## src/rtl/rv32i_pkg.sv

```systemverilog
// Shared RV32I constants and the fetch-PC state encoding used by the
// branch-resolution / fetch-PC stage.
package rv32i_pkg;

    localparam logic [6:0] OPCODE_BRANCH = 7'b1100011;
    localparam logic [6:0] OPCODE_JAL    = 7'b1101111;
    localparam logic [6:0] OPCODE_JALR   = 7'b1100111;

    localparam logic [2:0] F3_BEQ  = 3'b000;
    localparam logic [2:0] F3_BNE  = 3'b001;
    localparam logic [2:0] F3_BLT  = 3'b100;
    localparam logic [2:0] F3_BGE  = 3'b101;
    localparam logic [2:0] F3_BLTU = 3'b110;
    localparam logic [2:0] F3_BGEU = 3'b111;

    typedef enum logic [1:0] {
        INIT = 2'd0,
        RUN  = 2'd1,
        HALT = 2'd2
    } pc_state_e;

endpackage

```

## src/rtl/branch_taken_decode.sv

```systemverilog
// Combinational taken/not-taken decode for conditional branches and jumps.
// Validity and pipeline-state gating are applied by the caller.
module branch_taken_decode
    import rv32i_pkg::*;
(
    input  logic [6:0] opcode_i,
    input  logic [2:0] funct3_i,
    input  logic       breq_i,
    input  logic       brlt_i,
    output logic       taken_o,
    output logic       is_branch_o
);

    always_comb begin
        // NOTE: defaults first so every path assigns every output; no latches.
        taken_o     = 1'b0;
        is_branch_o = 1'b0;
        case (opcode_i)
            OPCODE_BRANCH: begin
                is_branch_o = 1'b1;
                case (funct3_i)
                    F3_BEQ:  taken_o = breq_i;
                    F3_BNE:  taken_o = !breq_i;
                    F3_BLT:  taken_o = brlt_i;
                    F3_BGE:  taken_o = !brlt_i;
                    F3_BLTU: taken_o = brlt_i;
                    F3_BGEU: taken_o = !brlt_i;
                    default: taken_o = 1'b0;
                endcase
            end
            OPCODE_JAL:  taken_o = 1'b1;
            OPCODE_JALR: taken_o = 1'b1;
            default: begin
                taken_o     = 1'b0;
                is_branch_o = 1'b0;
            end
        endcase
    end

endmodule

```

## src/rtl/pc_redirect_ctrl.sv

```systemverilog
// Fetch-PC register and EX-stage branch resolution: redirect/flush, the
// misaligned-target halt, and conditional-branch statistics.
module pc_redirect_ctrl
    import rv32i_pkg::*;
#(
    parameter int                 DWIDTH   = 32,
    parameter int                 AWIDTH   = 32,
    parameter logic [AWIDTH-1:0]  BASEADDR = 32'h0100_0000
) (
    input  logic              clk,
    input  logic              rst_n,
    input  logic              stall_i,
    input  logic              ex_valid_i,
    input  logic [6:0]        ex_opcode_i,
    input  logic [2:0]        ex_funct3_i,
    input  logic [AWIDTH-1:0] ex_pc_i,
    input  logic [DWIDTH-1:0] ex_imm_i,
    input  logic [DWIDTH-1:0] ex_rs1_i,
    input  logic              breq_i,
    input  logic              brlt_i,
    output logic [AWIDTH-1:0] pc_o,
    output logic              fetch_valid_o,
    output logic              flush_o,
    output logic              redirect_o,
    output logic [AWIDTH-1:0] target_o,
    output logic              error_o,
    output logic [31:0]       branch_cnt_o,
    output logic [31:0]       taken_cnt_o
);

    localparam logic [AWIDTH-1:0] PC_STEP   = AWIDTH'(4);
    localparam logic [AWIDTH-1:0] JALR_MASK = ~AWIDTH'(1);

    pc_state_e         state_q;
    logic [AWIDTH-1:0] pc_q, pc_d;
    logic              fetch_valid_q;
    logic              error_q;
    logic [31:0]       branch_cnt_q, branch_cnt_d;
    logic [31:0]       taken_cnt_q, taken_cnt_d;

    logic              dec_taken;
    logic              dec_is_branch;
    logic              resolve_en;
    logic              taken;
    logic              misaligned;
    logic [AWIDTH-1:0] pc_rel_target;
    logic [AWIDTH-1:0] jalr_sum;
    logic [AWIDTH-1:0] target;

    branch_taken_decode u_decode (
        .opcode_i    (ex_opcode_i),
        .funct3_i    (ex_funct3_i),
        .breq_i      (breq_i),
        .brlt_i      (brlt_i),
        .taken_o     (dec_taken),
        .is_branch_o (dec_is_branch)
    );

    // Decisions are only made for real instructions while running.
    assign resolve_en    = ex_valid_i && (state_q == RUN);
    assign taken         = resolve_en && dec_taken;

    assign pc_rel_target = ex_pc_i + ex_imm_i[AWIDTH-1:0];
    assign jalr_sum      = ex_rs1_i[AWIDTH-1:0] + ex_imm_i[AWIDTH-1:0];
    assign target        = (ex_opcode_i == OPCODE_JALR) ? (jalr_sum & JALR_MASK)
                                                        : pc_rel_target;
    assign misaligned    = taken && (target[1:0] != 2'b00);

    assign redirect_o    = taken;
    assign flush_o       = taken;
    assign target_o      = target;

    // A misaligned redirect still flushes but must not be fetched from.
    always_comb begin
        pc_d = pc_q;
        if (taken) begin
            if (!misaligned) begin
                pc_d = target;
            end
        end else if (!stall_i) begin
            pc_d = pc_q + PC_STEP;
        end
    end

    always_comb begin
        branch_cnt_d = branch_cnt_q;
        taken_cnt_d  = taken_cnt_q;
        if (resolve_en && dec_is_branch) begin
            branch_cnt_d = branch_cnt_q + 32'd1;
            if (dec_taken) begin
                taken_cnt_d = taken_cnt_q + 32'd1;
            end
        end
    end

    always_ff @(posedge clk or negedge rst_n) begin
        if (!rst_n) begin
            // NOTE: sequential state uses non-blocking assignments only.
            state_q       <= INIT;
            pc_q          <= BASEADDR;
            fetch_valid_q <= 1'b0;
            error_q       <= 1'b0;
        end else begin
            case (state_q)
                INIT: begin
                    state_q       <= RUN;
                    pc_q          <= BASEADDR;
                    fetch_valid_q <= 1'b1;
                end
                RUN: begin
                    pc_q <= pc_d;
                    if (misaligned) begin
                        state_q       <= HALT;
                        fetch_valid_q <= 1'b0;
                        error_q       <= 1'b1;
                    end
                end
                HALT: begin
                    fetch_valid_q <= 1'b0;
                    error_q       <= 1'b1;
                end
                default: begin
                    state_q       <= INIT;
                    pc_q          <= BASEADDR;
                    fetch_valid_q <= 1'b0;
                end
            endcase
        end
    end

    always_ff @(posedge clk or negedge rst_n) begin
        if (!rst_n) begin
            branch_cnt_q <= 32'd0;
            taken_cnt_q  <= 32'd0;
        end else begin
            branch_cnt_q <= branch_cnt_d;
            taken_cnt_q  <= taken_cnt_d;
        end
    end

    assign pc_o          = pc_q;
    assign fetch_valid_o = fetch_valid_q;
    assign error_o       = error_q;
    assign branch_cnt_o  = branch_cnt_q;
    assign taken_cnt_o   = taken_cnt_q;

endmodule

```

## config.mk

```make
export PLATFORM = sky130hd
export DESIGN_NAME = pc_redirect_ctrl
export DESIGN_NICKNAME = d
export VERILOG_FILES = /design/src/rtl/rv32i_pkg.sv /design/src/rtl/branch_taken_decode.sv /design/src/rtl/pc_redirect_ctrl.sv
export SDC_FILE = /design/constraint.sdc
export NUM_CORES = 1
export LEC_CHECK = 0
export ABC_AREA = 0
export CAP_MARGIN = 10
export CORE_UTILIZATION = 44
export CTS_CLUSTER_DIAMETER = 40
export DETAILED_ROUTE_END_ITERATION = 12
export GPL_ROUTABILITY_DRIVEN = 1
export GPL_TIMING_DRIVEN = 0
export PLACE_DENSITY = 0.78
export SYNTH_ARGS = -nofsm -noshare
export SYNTH_HDL_FRONTEND = slang
export SYNTH_HIERARCHICAL = 1
export SYNTH_SLANG_ARGS = --single-unit
```

## constraint.sdc

```tcl
create_clock -name clk -period 4.05 [get_ports clk]
set_input_delay 1.0125 -clock clk [delete_from_list [all_inputs] [get_ports clk]]
set_output_delay 1.0125 -clock clk [all_outputs]
set_load 0.03 [all_outputs]
```

After elaboration in Yosys (flattened, before gate mapping)
Cells that the tools add are included.

Memories: 0. Latch bits: 0. Memory bits (read-only): 0. Output and inout port bits: 132. Input port bits: 112. Register bits: 100. Bits in writable memories: 0.

Multiplexer cells: 14. Bitwise gates (word level): 1. Equality and inequality tests: 13. Divide/modulo/power cells: 0. $lt $le $gt $ge: 0. $add $sub $neg: 5. Shift operators: 0. $mul: 0. Reductions and logical operators: 17.

Operators with widths (count): $mux W32 (4); $add A32 B1 Y32 const B (2); $add A32 B32 Y32 (2); $pmux W32 S2 (1); $add A32 B3 Y32 const B (1); $eq A7 B7 Y1 const B (3); $eq A3 B3 Y1 const B (4); $ne A3 B3 Y1 const B (2); $pmux W1 S2 (3); $pmux W2 S3 (1); $reduce_and A2 Y1 (3); $reduce_or A2 Y1 (3); $logic_and A1 B1 Y1 (4); $pmux W1 S4 (1); $reduce_bool A2 Y1 (2); $eq A3 B1 Y1 const B (1); $logic_not A3 Y1 (1); $mux W1 (3); $reduce_and A3 Y1 (1); $eq A2 B1 Y1 const B (1); $eq A2 B2 Y1 const B (1); $logic_not A1 Y1 (2); $logic_not A2 Y1 (1); $mux W2 (1); 2 further kinds (2).

Longest topological paths before layout
Word-level depth: 9. Depth in mapped cells: 15. Gate-level depth less buffers: 14.

Cells and area by module
Netlist, hierarchy kept.

Modules (own cells, without submodules): pc_redirect_ctrl (area an instance 8434.3 um2, times used 1, cells an instance 1019); branch_taken_decode (area an instance 60.1 um2, times used 1, cells an instance 10).

Least setup slack after synthesis
No wires, ideal clock.

Path kind: input port to output port. Start point: input port ex_imm_i[0]. End point: output port target_o[16]. Setup slack: -0.571 ns. Arrival time: 3.608 ns. Stages on the path: 10. Buffers on the path: 0. Cells stage by stage: and2_1 > fa_1 > a21o_1 > a311oi_1 > o32ai_2 > a21oi_1 > o21ai_0 > a31oi_1 > xor2_1 > o21ai_0.

Word-level cells in the longest chain between the ends: 2. Elaborated cells between the ends (all ways): 3. Classes of those cells: add/sub (2); mux (1).

RTL lines: start, declared (RTL line pc_redirect_ctrl.sv:17) `input logic [DWIDTH-1:0] ex_imm_i,`; $add A32 B32 Y32, on equally long branches (RTL line pc_redirect_ctrl.sv:63, pc_redirect_ctrl.sv:64); $mux W32 (*) (RTL line pc_redirect_ctrl.sv:65) `assign target = (ex_opcode_i == OPCODE_JALR) ? (jalr_sum & JALR_MASK)`; end, declared (RTL line pc_redirect_ctrl.sv:25) `output logic [AWIDTH-1:0] target_o,`.

Mark *: on every way between the ends. The rest lies on a longest branch, timed or not.

Worst setup path in the final report
Start point: input port ex_imm_i[0]. End point: output port target_o[19].

The elaborated chain is that of the path after synthesis.

==> flow_metrics.tcl <==
set metrics [dict create \
    status "finished with violations" \
    violations "setup timing" \
    num_io_pins 244 \
    power_density_nw_per_um2 299 \
    power_frac_comb_pct 51.0 \
    cpPeakStageDelay_ns 0.33 \
    layout-drive-gt1-share_pct 29.9 \
    port_buffers 243 \
    cp-start-kind "input port" \
    intPower_mw 2.53 \
    yosysTopAreaCell "dfrtp_1" \
    ir_worst_vdd_v 0.000201 \
    skew_ns 0.00469 \
    power_mw 4.19 \
    drv_slew 0 \
    place_hpwl_mm 21.2 \
    viasPerCell 6.27 \
    syn_area_um2 8490 \
    period_needed_ns 4.73 \
    gp_congestion 0.947 \
    worstPathCellList "buf_8, ha_4, buf_4, buf_6, a211oi_4, nor3_4, o21bai_4, buf_6, buf_6, buf_6, buf_6, nand3b_1, nand2_2, a311oi_2, xor2_1, mux2i_2, inv_1, buf_6" \
    cts_buffers 9 \
    grt_max_degree 63 \
    area_growth_pct 65.2 \
    root_buffer "clkbuf_16" \
    swShare_pct 39.6 \
    h-tree-depth 3 \
    vias 10300 \
    die_w_um 141 \
    finalSetupViolations 24 \
    grt_pass1_vias 9194 \
    synth-seq-cells 100 \
    drtIter0Drc 869 \
    hp-class "reg2reg" \
    hold_slack_ns 0.476 \
    yosysMostFrequentCell "nand2_1" \
    cts.sink_count 100 \
    firstDrtPassIters 5 \
    fmax_ghz 0.211 \
    wirelength_mm 34.8 \
    cts_tree "done" \
    ant_nets 0 \
    antenna_found_initial 0 \
    fin_crit_sh_pct 117 \
    max_slew_margin_pct 58.1 \
    grt_pass1_wl_mm 47.0 \
    synthCells 1029 \
    synth_edf_count 0 \
    drc 0 \
    syn-num-nets 1207 \
    slowest_stage "a211oi_4" \
    cp_common_cell "buf_6" \
    ys_seq_area_share_pct 29.5 \
    drv_cap 0 \
    p_leak_nw 6.00 \
    clk_pin_slew_ns 0.07 \
    clockBufferDepth 2 \
    rsz0062_at_grt "true" \
    arrival_ns 3.72 \
    pwr-share-seq_pct 27.4 \
    postCtsHoldBufs 0 \
    worst_slew_pin_slew_ns 0.629 \
    core_um2 18800 \
    multi_input_comb_area_um2 7400 \
    synth.top_cell.area_share_pct 29.2 \
    fp-row-count 50 \
    overflow 0 \
    grt_use_total_pct 29.9 \
    critPathCaptureType "primary output" \
    fin_area_um2 14000 \
    crit_required_ns 3.04 \
    setup_tns_ns -11.40 \
    ys.warnings.count 6 \
    seqCellArea_um2 2500 \
    die_h_um 141 \
    worstPathMaxFanout 3 \
    nets 1553 \
    finalHoldViolCount 0 \
    n_fill_cell 1184 \
    place_area_um2 11500 \
    setup_slack_ns -0.682 \
    ys_types 72 \
    worstSetupPathType "in2out" \
    clkPwrFrac_pct 21.6 \
    clock_latency_ns 0.34 \
    syn_area_per_cell_um2 8.26 \
    initial_core_util_pct 45.1 \
    synth_commonest_cells "105 x nand2_1, 99 x dfrtp_1, 88 x a21oi_1, 88 x nor2_1, 81 x xnor2_1" \
    crit_family "buffers and inverters" \
    wl_per_cell_um 21.2 \
    switchingPower_mw 1.66 \
    antenna_cells 0 \
    postSynth.asyncResetShare_pct 100 \
    die_area_um2 19900 \
    cp_num_buf_inv 9 \
    yosys-top-cells-area "dfrtp_1 29%, ha_1 9.4%, xnor2_1 8.4%, a21oi_1 5.2%, nand2_1 4.6%" \
    synth_flop_cell "dfrtp_1" \
]
## flip-flops by register name, indices dropped and copies added (netlist names)
name / cells
taken_cnt_o: 32
branch_cnt_o: 32
fetch_valid_o: 1
pc_o: 32
state_q: 2
error_o: 1
## path summary, 6_finish.rpt
kind | start | endpoint | slack (ns) | depth (start not counted)
max | ex_imm_i[0] | target_o[19] | -0.68 | 18
min | branch_cnt_o[31] | branch_cnt_o[31] | 0.48 | 1
max reg2reg | pc_o[4] | pc_o[31] | 1.20 | 9
min reg2reg | branch_cnt_o[31] | branch_cnt_o[31] | 0.48 | 1
max in group asynchronous | rst_n | branch_cnt_o[2] | 2.73 | 2
min in group asynchronous | rst_n | branch_cnt_o[27] | 0.65 | 1
## cell type report
cell class	count	area share, %
multi-input combinational	874	52.7
timing repair buffer	347	23.1
sequential	100	17.8
tap	260	2.32
clock buffer	11	1.80
buffer	20	1.06
inverter	23	0.651
clock inverter	5	0.464
## cell families after synthesis
kind of cell	synth area share [%]
and+or+nand+nor	22.8
DFF	29.5
AOI/OAI and AO/OA	22.4
adders and majority gates	9.90
xor gates and xnor gates	12.0
buffers and inverters	2.58
muxes	0.972
## repair_timing
action                     CTS  global route
resized for setup          563           134
pin swaps                  109            66
setup buffers               57            45
cloned                       0             1
setup endpoints to repair   34            54
## routing by layer
metal	part of all wire, %	wire, um	global-route usage (%)
met5	0	0	0
met4	7.5	2630	15.7
met3	8.7	3030	4.11
met2	46	16100	51.1
met1	38	13100	36.7
## power groups by stage
stage / sequential, mW / clock, mW / combinational [mW]
global placement: 1.16 / 0 / 1.54
floorplan: 1.27 / 0 / 0.829
global route: 1.16 / 0.953 / 2.21
detailed placement: 1.16 / 0 / 1.56
CTS: 1.14 / 0.919 / 1.82
finish: 1.15 / 0.906 / 2.14
## stage by stage
step                setup slack, ns  std cells  utilization [%]
floorplan                    -0.192       1029                -
CTS                          -0.592       1596             70.6
detailed placement            -1.53       1533             61.2
global route                 -0.728       1640             74.5
global placement              -1.70       1532             61.1
finish                       -0.682       1640             74.5
## layout by cell type (no fill, tap or decap), drive strengths merged, types with 10 or more instances in the layout
cell type        n
nor3            17
nand4           36
a211oi          10
nor2b           10
buf            162
a21oi           88
a31oi           11
dlygate4sd2     37
xor2            35
clkdlybuf4s50  131
nand2          105
xnor2           81
o21ai           74
dfrtp           99
o21a            11
a21o            38
nor2            89
and2            16
nand3           39
and3            30
ha              64
inv             24
clkbuf          35
Power figures use the tool's default switching activity.
